`src/rtl/atpg_entry_ctl.sv`:
```
// Purpose: qualify TST, accept a serial unlock key on SCL/SDA, then hold ATPG scan mode.
// Latency: scan mode asserts 2 clk after the 16th synchronized SCL rise.
// Backpressure: none; pads are free-running, and bad keys count toward a permanent lockout.
`timescale 1ns/1ps
module atpg_entry_ctl #(
  parameter int               KEY_W   = 16,
  parameter logic [KEY_W-1:0] KEY     = 16'hA5C3,
  parameter int               DEB     = 4,
  parameter int               TMO     = 255,
  parameter int               MAX_ERR = 3
) (
  input  logic       clk,
  input  logic       rstz,
  input  logic       i_tst,
  input  logic       i_scl,
  input  logic       i_sda,
  input  logic       i_gpio_ts,
  output logic       o_scan_mode,
  output logic       o_scan_en,
  output logic       o_locked,
  output logic [1:0] o_err_cnt
);

  localparam int DW = $clog2(DEB + 1);
  localparam int TW = $clog2(TMO + 1);
  localparam int BW = $clog2(KEY_W + 1);
  localparam logic [DW-1:0] LP_DEB      = DW'(DEB);
  localparam logic [TW-1:0] LP_TMO      = TW'(TMO);
  localparam logic [BW-1:0] LP_BIT_LAST = BW'(KEY_W - 1);
  localparam logic [1:0]    LP_MAX      = 2'(MAX_ERR);

  typedef enum logic [2:0] {
    ST_IDLE, ST_SHIFT, ST_CHECK, ST_SCAN, ST_WAITLO, ST_LOCK
  } state_t;

  state_t           r_state;
  state_t           w_state_nxt;
  logic             r_tst_m, r_tst_s;
  logic             r_scl_m, r_scl_s, r_scl_d;
  logic             r_sda_m, r_sda_s;
  logic [DW-1:0]    r_deb_cnt;
  logic [TW-1:0]    r_tmo_cnt;
  logic [BW-1:0]    r_bit_cnt;
  logic [KEY_W-1:0] r_sr;
  logic [1:0]       r_err_cnt;
  logic             r_scan_mode;
  logic             r_locked;
  logic             w_scl_rise;
  logic             w_deb_tgt;
  logic             w_deb_ok;
  logic             w_shift;
  logic             w_fail;
  logic             w_pass;
  logic [1:0]       w_err_inc;

  assign w_scl_rise = r_scl_s & ~r_scl_d;
  // IDLE qualifies TST high; every other state that looks at TST wants it low.
  assign w_deb_tgt  = (r_state == ST_IDLE);
  assign w_deb_ok   = (r_deb_cnt == LP_DEB);
  assign w_err_inc  = r_err_cnt + 2'd1;

  // Two-flop synchronizers for the asynchronous pads, plus the SCL edge-detect flop.
  always_ff @(posedge clk or negedge rstz) begin
    if (!rstz) begin
      r_tst_m <= 1'b0; r_tst_s <= 1'b0;
      r_scl_m <= 1'b0; r_scl_s <= 1'b0; r_scl_d <= 1'b0;
      r_sda_m <= 1'b0; r_sda_s <= 1'b0;
    end else begin
      r_tst_m <= i_tst; r_tst_s <= r_tst_m;
      r_scl_m <= i_scl; r_scl_s <= r_scl_m; r_scl_d <= r_scl_s;
      r_sda_m <= i_sda; r_sda_s <= r_sda_m;
    end
  end

  // Next-state decode; a failed attempt goes to LOCK once the error budget is spent.
  always_comb begin
    w_state_nxt = r_state;
    w_shift     = 1'b0;
    w_fail      = 1'b0;
    w_pass      = 1'b0;
    case (r_state)
      ST_IDLE:   if (w_deb_ok) w_state_nxt = ST_SHIFT;
      ST_SHIFT: begin
        // TST dropping aborts immediately and beats a coincident SCL rise.
        if (!r_tst_s) begin
          w_state_nxt = ST_IDLE;
        end else if (w_scl_rise) begin
          w_shift = 1'b1;
          if (r_bit_cnt == LP_BIT_LAST) w_state_nxt = ST_CHECK;
        end else if (r_tmo_cnt == LP_TMO) begin
          w_fail = 1'b1;
        end
      end
      ST_CHECK: begin
        if (r_sr == KEY) begin
          w_pass      = 1'b1;
          w_state_nxt = ST_SCAN;
        end else begin
          w_fail = 1'b1;
        end
      end
      ST_SCAN:   if (w_deb_ok) w_state_nxt = ST_IDLE;
      ST_WAITLO: if (w_deb_ok) w_state_nxt = ST_IDLE;
      ST_LOCK:   w_state_nxt = ST_LOCK;
      default:   w_state_nxt = ST_IDLE;
    endcase
    if (w_fail) w_state_nxt = (w_err_inc == LP_MAX) ? ST_LOCK : ST_WAITLO;
  end

  // State register and registered outputs, both derived from the next state.
  always_ff @(posedge clk or negedge rstz) begin
    if (!rstz) begin
      r_state     <= ST_IDLE;
      r_scan_mode <= 1'b0;
      r_locked    <= 1'b0;
    end else begin
      r_state     <= w_state_nxt;
      r_scan_mode <= (w_state_nxt == ST_SCAN);
      r_locked    <= (w_state_nxt == ST_LOCK);
    end
  end

  // TST debounce; restarts on every state change so a stale count never qualifies.
  always_ff @(posedge clk or negedge rstz) begin
    if (!rstz) begin
      r_deb_cnt <= '0;
    end else if (w_state_nxt != r_state) begin
      r_deb_cnt <= '0;
    end else if (r_tst_s != w_deb_tgt) begin
      r_deb_cnt <= '0;
    end else if (!w_deb_ok) begin
      r_deb_cnt <= r_deb_cnt + 1'b1;
    end
  end

  // Key shift register, bit counter and inter-edge timeout.
  always_ff @(posedge clk or negedge rstz) begin
    if (!rstz) begin
      r_sr      <= '0;
      r_bit_cnt <= '0;
      r_tmo_cnt <= '0;
    end else if (r_state == ST_IDLE && w_state_nxt == ST_SHIFT) begin
      r_sr      <= '0;
      r_bit_cnt <= '0;
      r_tmo_cnt <= '0;
    end else if (r_state == ST_SHIFT) begin
      if (w_shift) begin
        r_sr      <= {r_sr[KEY_W-2:0], r_sda_s};
        r_bit_cnt <= r_bit_cnt + 1'b1;
        r_tmo_cnt <= '0;
      end else if (r_tmo_cnt != LP_TMO) begin
        r_tmo_cnt <= r_tmo_cnt + 1'b1;
      end
    end
  end

  // Failed-attempt counter: saturating, cleared by a successful entry.
  always_ff @(posedge clk or negedge rstz) begin
    if (!rstz) begin
      r_err_cnt <= 2'd0;
    end else if (w_pass) begin
      r_err_cnt <= 2'd0;
    end else if (w_fail && r_err_cnt != LP_MAX) begin
      r_err_cnt <= w_err_inc;
    end
  end

  assign o_scan_mode = r_scan_mode;
  assign o_scan_en   = r_scan_mode & i_gpio_ts;
  assign o_locked    = r_locked;
  assign o_err_cnt   = r_err_cnt;

endmodule
```
`config.mk`:
```
export PLATFORM = sky130hd
export DESIGN_NAME = atpg_entry_ctl
export DESIGN_NICKNAME = d
export VERILOG_FILES = /design/src/rtl/atpg_entry_ctl.sv
export SDC_FILE = /design/constraint.sdc
export NUM_CORES = 1
export LEC_CHECK = 0
export ABC_AREA = 1
export CAP_MARGIN = 20
export CORE_MARGIN = 2
export CORE_UTILIZATION = 50
export CTS_BUF_LIST = sky130_fd_sc_hd__clkbuf_16
export CTS_CLUSTER_DIAMETER = 60
export DETAILED_ROUTE_END_ITERATION = 8
export PLACE_DENSITY = 0.68
export SLEW_MARGIN = 10
export SYNTH_ARGS = -nofsm -noshare
export SYNTH_HDL_FRONTEND = slang
export SYNTH_SLANG_ARGS = --single-unit
```
`constraint.sdc`:
```
create_clock -name clk -period 1.95 [get_ports clk]
set_input_delay 0.195 -clock clk [delete_from_list [all_inputs] [get_ports clk]]
set_output_delay 0.195 -clock clk [all_outputs]
set_load 0.02 [all_outputs]
```
---- Word-level counts from Yosys, hierarchy flattened ----
Index checks and enable logic that the tools add are counted.
operators by class
  reduce and logical (&&, ||, !) cells .... 10
  $add $sub $neg .......................... 4
  bitwise gates (word level) .............. 3
  eq/ne operators ......................... 18
  multiplexer cells ....................... 34
operators with widths
  operator              number
  $mux 16               3
  $mux 8                4
  $mux 3                10
  $eq 16x16->1 const B  1
  $mux 5                3
  $pmux 3 s5            1
  $eq 3x3->1 const B    4
  $mux 1                10
  $eq 3x2->1 const B    3
  $add 8x1->8 const B   1
  $eq 8x8->1 const B    1
  $ne 8x8->1 const B    1
  $eq 3x1->1 const B    2
  $reduce_bool 2->1     3
  $add 5x1->5 const B   1
  $eq 5x4->1 const B    1
  $mux 2                2
  $reduce_and 2->1      2
  $add 3x1->3 const B   1
  $logic_not 3->1       1
  $ne 3x1->1 const B    1
  $ne 3x3->1            1
  $reduce_bool 3->1     1
  $add 2x1->2 const B   1
  other kinds (8)       10
word-level totals
  input port bits ......................... 6
  word-level logic and storage cells ...... 84
  flip-flop bits (word level) ............. 46

---- Depth between registers and ports, before layout ----
  word-level depth ........................ 10
  depth in mapped cells ................... 14

---- Worst setup path before layout ----
No wires, ideal clock.
  kind .................................... register to register
  start ................................... reg r_bit_cnt[1]
  end ..................................... reg r_deb_cnt[2]
  arrival time ............................ 1.507 ns
  setup slack ............................. 0.363 ns
  cell stages (with the launch flop) ...... 15
  required time ........................... 1.870 ns
  cells stage by stage .................... dfrtp_1 > ha_1 > nand2_1 > nor2_1 > ha_1 > nand3_1 > nand2_1 > nand2_1 > nand2_1 > nand3_2 > nand2_1 > nand2_1 > nor2_4 > nand2_2 > nor3_2
between the ends
  cells in the longest elaborated chain, start to end .. 8
  elaborated cells between the ends (all ways) .. 9
RTL lines
  what                                                   RTL line  RTL
  start: declaration                                     43        logic [BW-1:0] r_bit_cnt;
  start signal: assignment                               149       r_bit_cnt <= r_bit_cnt + 1'b1;
  $eq 5x4->1 *                                           89        if (r_bit_cnt == LP_BIT_LAST) w_state_nxt = ST_CHECK;
  $mux 3 *                                               89
  $mux 3 *                                               87        end else if (w_scl_rise) begin
  $mux 3 *                                               85        if (!r_tst_s) begin
  $pmux 3 s5 *                                           81        case (r_state)
  $mux 3 *                                               107       if (w_fail) w_state_nxt = (w_err_inc == LP_MAX) ? ST_LOCK : ST_WAITLO;
  $ne 3x3->1 *                                           127       end else if (w_state_nxt != r_state) begin
  $ne 3x1->1 (no line) / $mux 3 (equally long branches)  --
  end signal: assignment                                 132       r_deb_cnt <= r_deb_cnt + 1'b1;
  end: declaration                                       41        logic [DW-1:0] r_deb_cnt;
Mark *: on every way between the ends. The rest lies on a longest branch, timed or not.
A chain may end at the register's enable or synchronous reset.

---- Final worst setup path ----
  start ................................... reg r_bit_cnt[1]
  end ..................................... reg r_deb_cnt[1]
The elaborated chain is that of the path after synthesis.

==> metrics.txt <==
Vias/cell 5.11; worst rel slew slack 55.3%; Max FO, Critical Path 5; DP Worst Slack 0.165 ns; Post-Syn Nets 276; Worst setup EP type flop; htree depth 2; Remaining DRCs 0; Slew Viols, Final 0; Hold Crit Class reg2reg; design area 2660 µm²; area of the multi-input gates 903 µm²; setup ws final 0.109 ns; leading cell type in the layout, fill and taps excluded inv_1; Inserted Diodes 0; largest net degree at the start of global routing 32; Initial Util 52.0%; port bufs 10; CTS tree done; Sequential cell area 1150 µm²; DIE WIDTH 71.3 µm; vias in the first global route 1699; Die ar. 5080 µm²; clock latency on the worst-skew pair 0.28 ns; Placed Area 2440 µm²; Synth top area share 50.9%; syn avg cell area 8.61 µm²; CP Class reg2reg; share of cells above drive strength 1 15.3%; post-synth cell types 28; Longest Clk Path Bufs 2; HPWL after DPL 2.87 mm; top achievable clock speed 543 MHz; final period utilization 94.4%; Layout area overhead 17.4%; cell count after synthesis 263; Max Cap Viol 0; leakage 1.32 nW; worst path arrival time 2.06 ns; final WL 4.10 mm; core footprint 4350 µm²; initial antenna violation count 0; drt wl/cell 12.1 µm; height of the die 71.3 µm; CTS clk-pin slew, worst paths 0.06 ns; CTS root buf clkbuf_16; required time of the critical path 2.17 ns; Pre-antenna DRT Iters 5; #FFs+latches synth 46; setup violators final 0; Final Hold Viols 0; Total Nets Final 299; Worst VDD drop 773 µV; status completed; row cnt 24; post-layout minimum cycle time 1.84 ns; most frequent cells in the layout inv_1, dfrtp_1, nand2_1, nor2_1, nand3_1; Cell Pwr Density 1030 nW/µm²; Final Skew 0.00574 ns; DR vias 1732; CP startpoint kind flop; first-pass GRT wire length 7.48 mm; GR Overflow Total 0; Routed Antenna Nets 0; slew at the pin closest to its max-slew limit 0.670 ns; Mapped Area 2260 µm²; Routability Congestion 0.909; CTS Sinks 46; sequential area share after synthesis 50.9%; total track usage 18.5%; Synth warnings 0; Yosys top cell by area dfrtp_1; DR iter-0 viols 81; synth top area cells dfrtp_1, inv_1, nand2_1; # fillers 391; Boundary Pins 11; CTS buffer count 5
cell families after synthesis:
kind of cell	after synthesis	synth area share [%]
AO/OA/AOI/OAI	31	7.74
XOR/XNOR	7	2.71
adder cells (fa/ha/maj)	7	3.87
buffers and inverters	57	10.2
flip-flops	46	50.9
multiplexers	1	0.442
AND/OR/NAND/NOR	114	24.2
registers in the layout, indices dropped and copies added (netlist names):
signal	cells
r_tst_m	1
r_scl_s	1
r_sda_m	1
o_err_cnt	2
r_tmo_cnt	8
r_sr	16
o_scan_mode	1
r_deb_cnt	3
r_bit_cnt	5
r_tst_s	1
r_sda_s	1
r_state	3
o_locked	1
r_scl_d	1
r_scl_m	1
area by class of cell:
cell class | instances | share of cell area (%)
flip-flops and latches | 46 | 43.3
inverters | 52 | 7.34
clock buffers | 5 | 4.71
well taps | 52 | 2.45
clock inverters | 3 | 1.41
multi-input cells | 160 | 34.0
repair buffers | 21 | 6.78
power breakdown:
group	leakage, nW	internal [mW]	switching [mW]
logic	0.610	0.269	0.418
clock network	0.0864	0.595	0.323
registers	0.620	1.05	0.0904
critical path, stage by stage (launching register included):
cell and delay, ns:
dfrtp_1 0.36, ha_2 0.18, nand2_1 0.06, nor2_2 0.10, ha_2 0.19, nand3_2 0.10, nand2_2 0.07, nand2_2 0.06
nand2_1 0.07, nand3_2 0.11, nand2_2 0.09, nand2_2 0.06, nor2_4 0.15, nand4_1 0.11, nand2_1 0.07
synth_stat cells (all sizes together):
cell,n
inv,52
nand2,47
dfrtp,46
nor2,31
nand3,25
o21ai,15
o22ai,14
ha,7
buf,5
xor2,5
nand4,4
nor3,4
or2,2
xnor2,2
a21oi,1
mux2i,1
nor4,1
o21a,1
metal layers:
layer	track usage [%]	up-vias	routed length (µm)
li1	-	877	-
met1	23.7	810	1860
met2	31.2	35	2060
met3	4.36	10	121
met4	5.87	0	59
met5	0	-	0
repair_timing:
| action | CTS | global route |
|---|---|---|
| hold buffers | 1 | 0 |
| gates resized for setup | 0 | 8 |
| hold endpoints to repair | 29 | 0 |
| buffers inserted | 0 | 3 |
| setup endpoints to repair | 0 | 3 |
stage by stage:
| stage | power, mW | setup TNS, ns | hold WS (ns) | util, % | std cells |
|---|---|---|---|---|---|
| 2_1_floorplan | 1.67 | 0 | -0.101 | - | 263 |
| 3_3_place_gp | 1.82 | 0 | 0.283 | 56.0 | 327 |
| 3_5_place_dp | 1.83 | 0 | 0.275 | 56.0 | 327 |
| 4_1_cts | 2.76 | 0 | 0.344 | 60.0 | 336 |
| 5_1_grt | 2.91 | -0.103 | 0.356 | 61.0 | 339 |
| 6_report | 2.75 | 0 | 0.345 | 61.0 | 339 |
worst paths after layout:
| check | cells after the start | slack, ns | from | endpoint |
|---|---|---|---|---|
| worst max-delay path | 14 | 0.11 | r_bit_cnt[1] | r_deb_cnt[1] |
| worst min-delay path | 0 | 0.35 | r_scl_m | r_scl_s |
| worst max register to register | 14 | 0.11 | r_bit_cnt[1] | r_deb_cnt[1] |
| worst min register to register | 0 | 0.35 | r_scl_m | r_scl_s |
| max in group asynchronous | 3 | 0.86 | rstz | o_err_cnt[1] |
| min in group asynchronous | 2 | 0.49 | rstz | r_sr[0] |
Note: power is estimated with default switching activity, not from simulation.
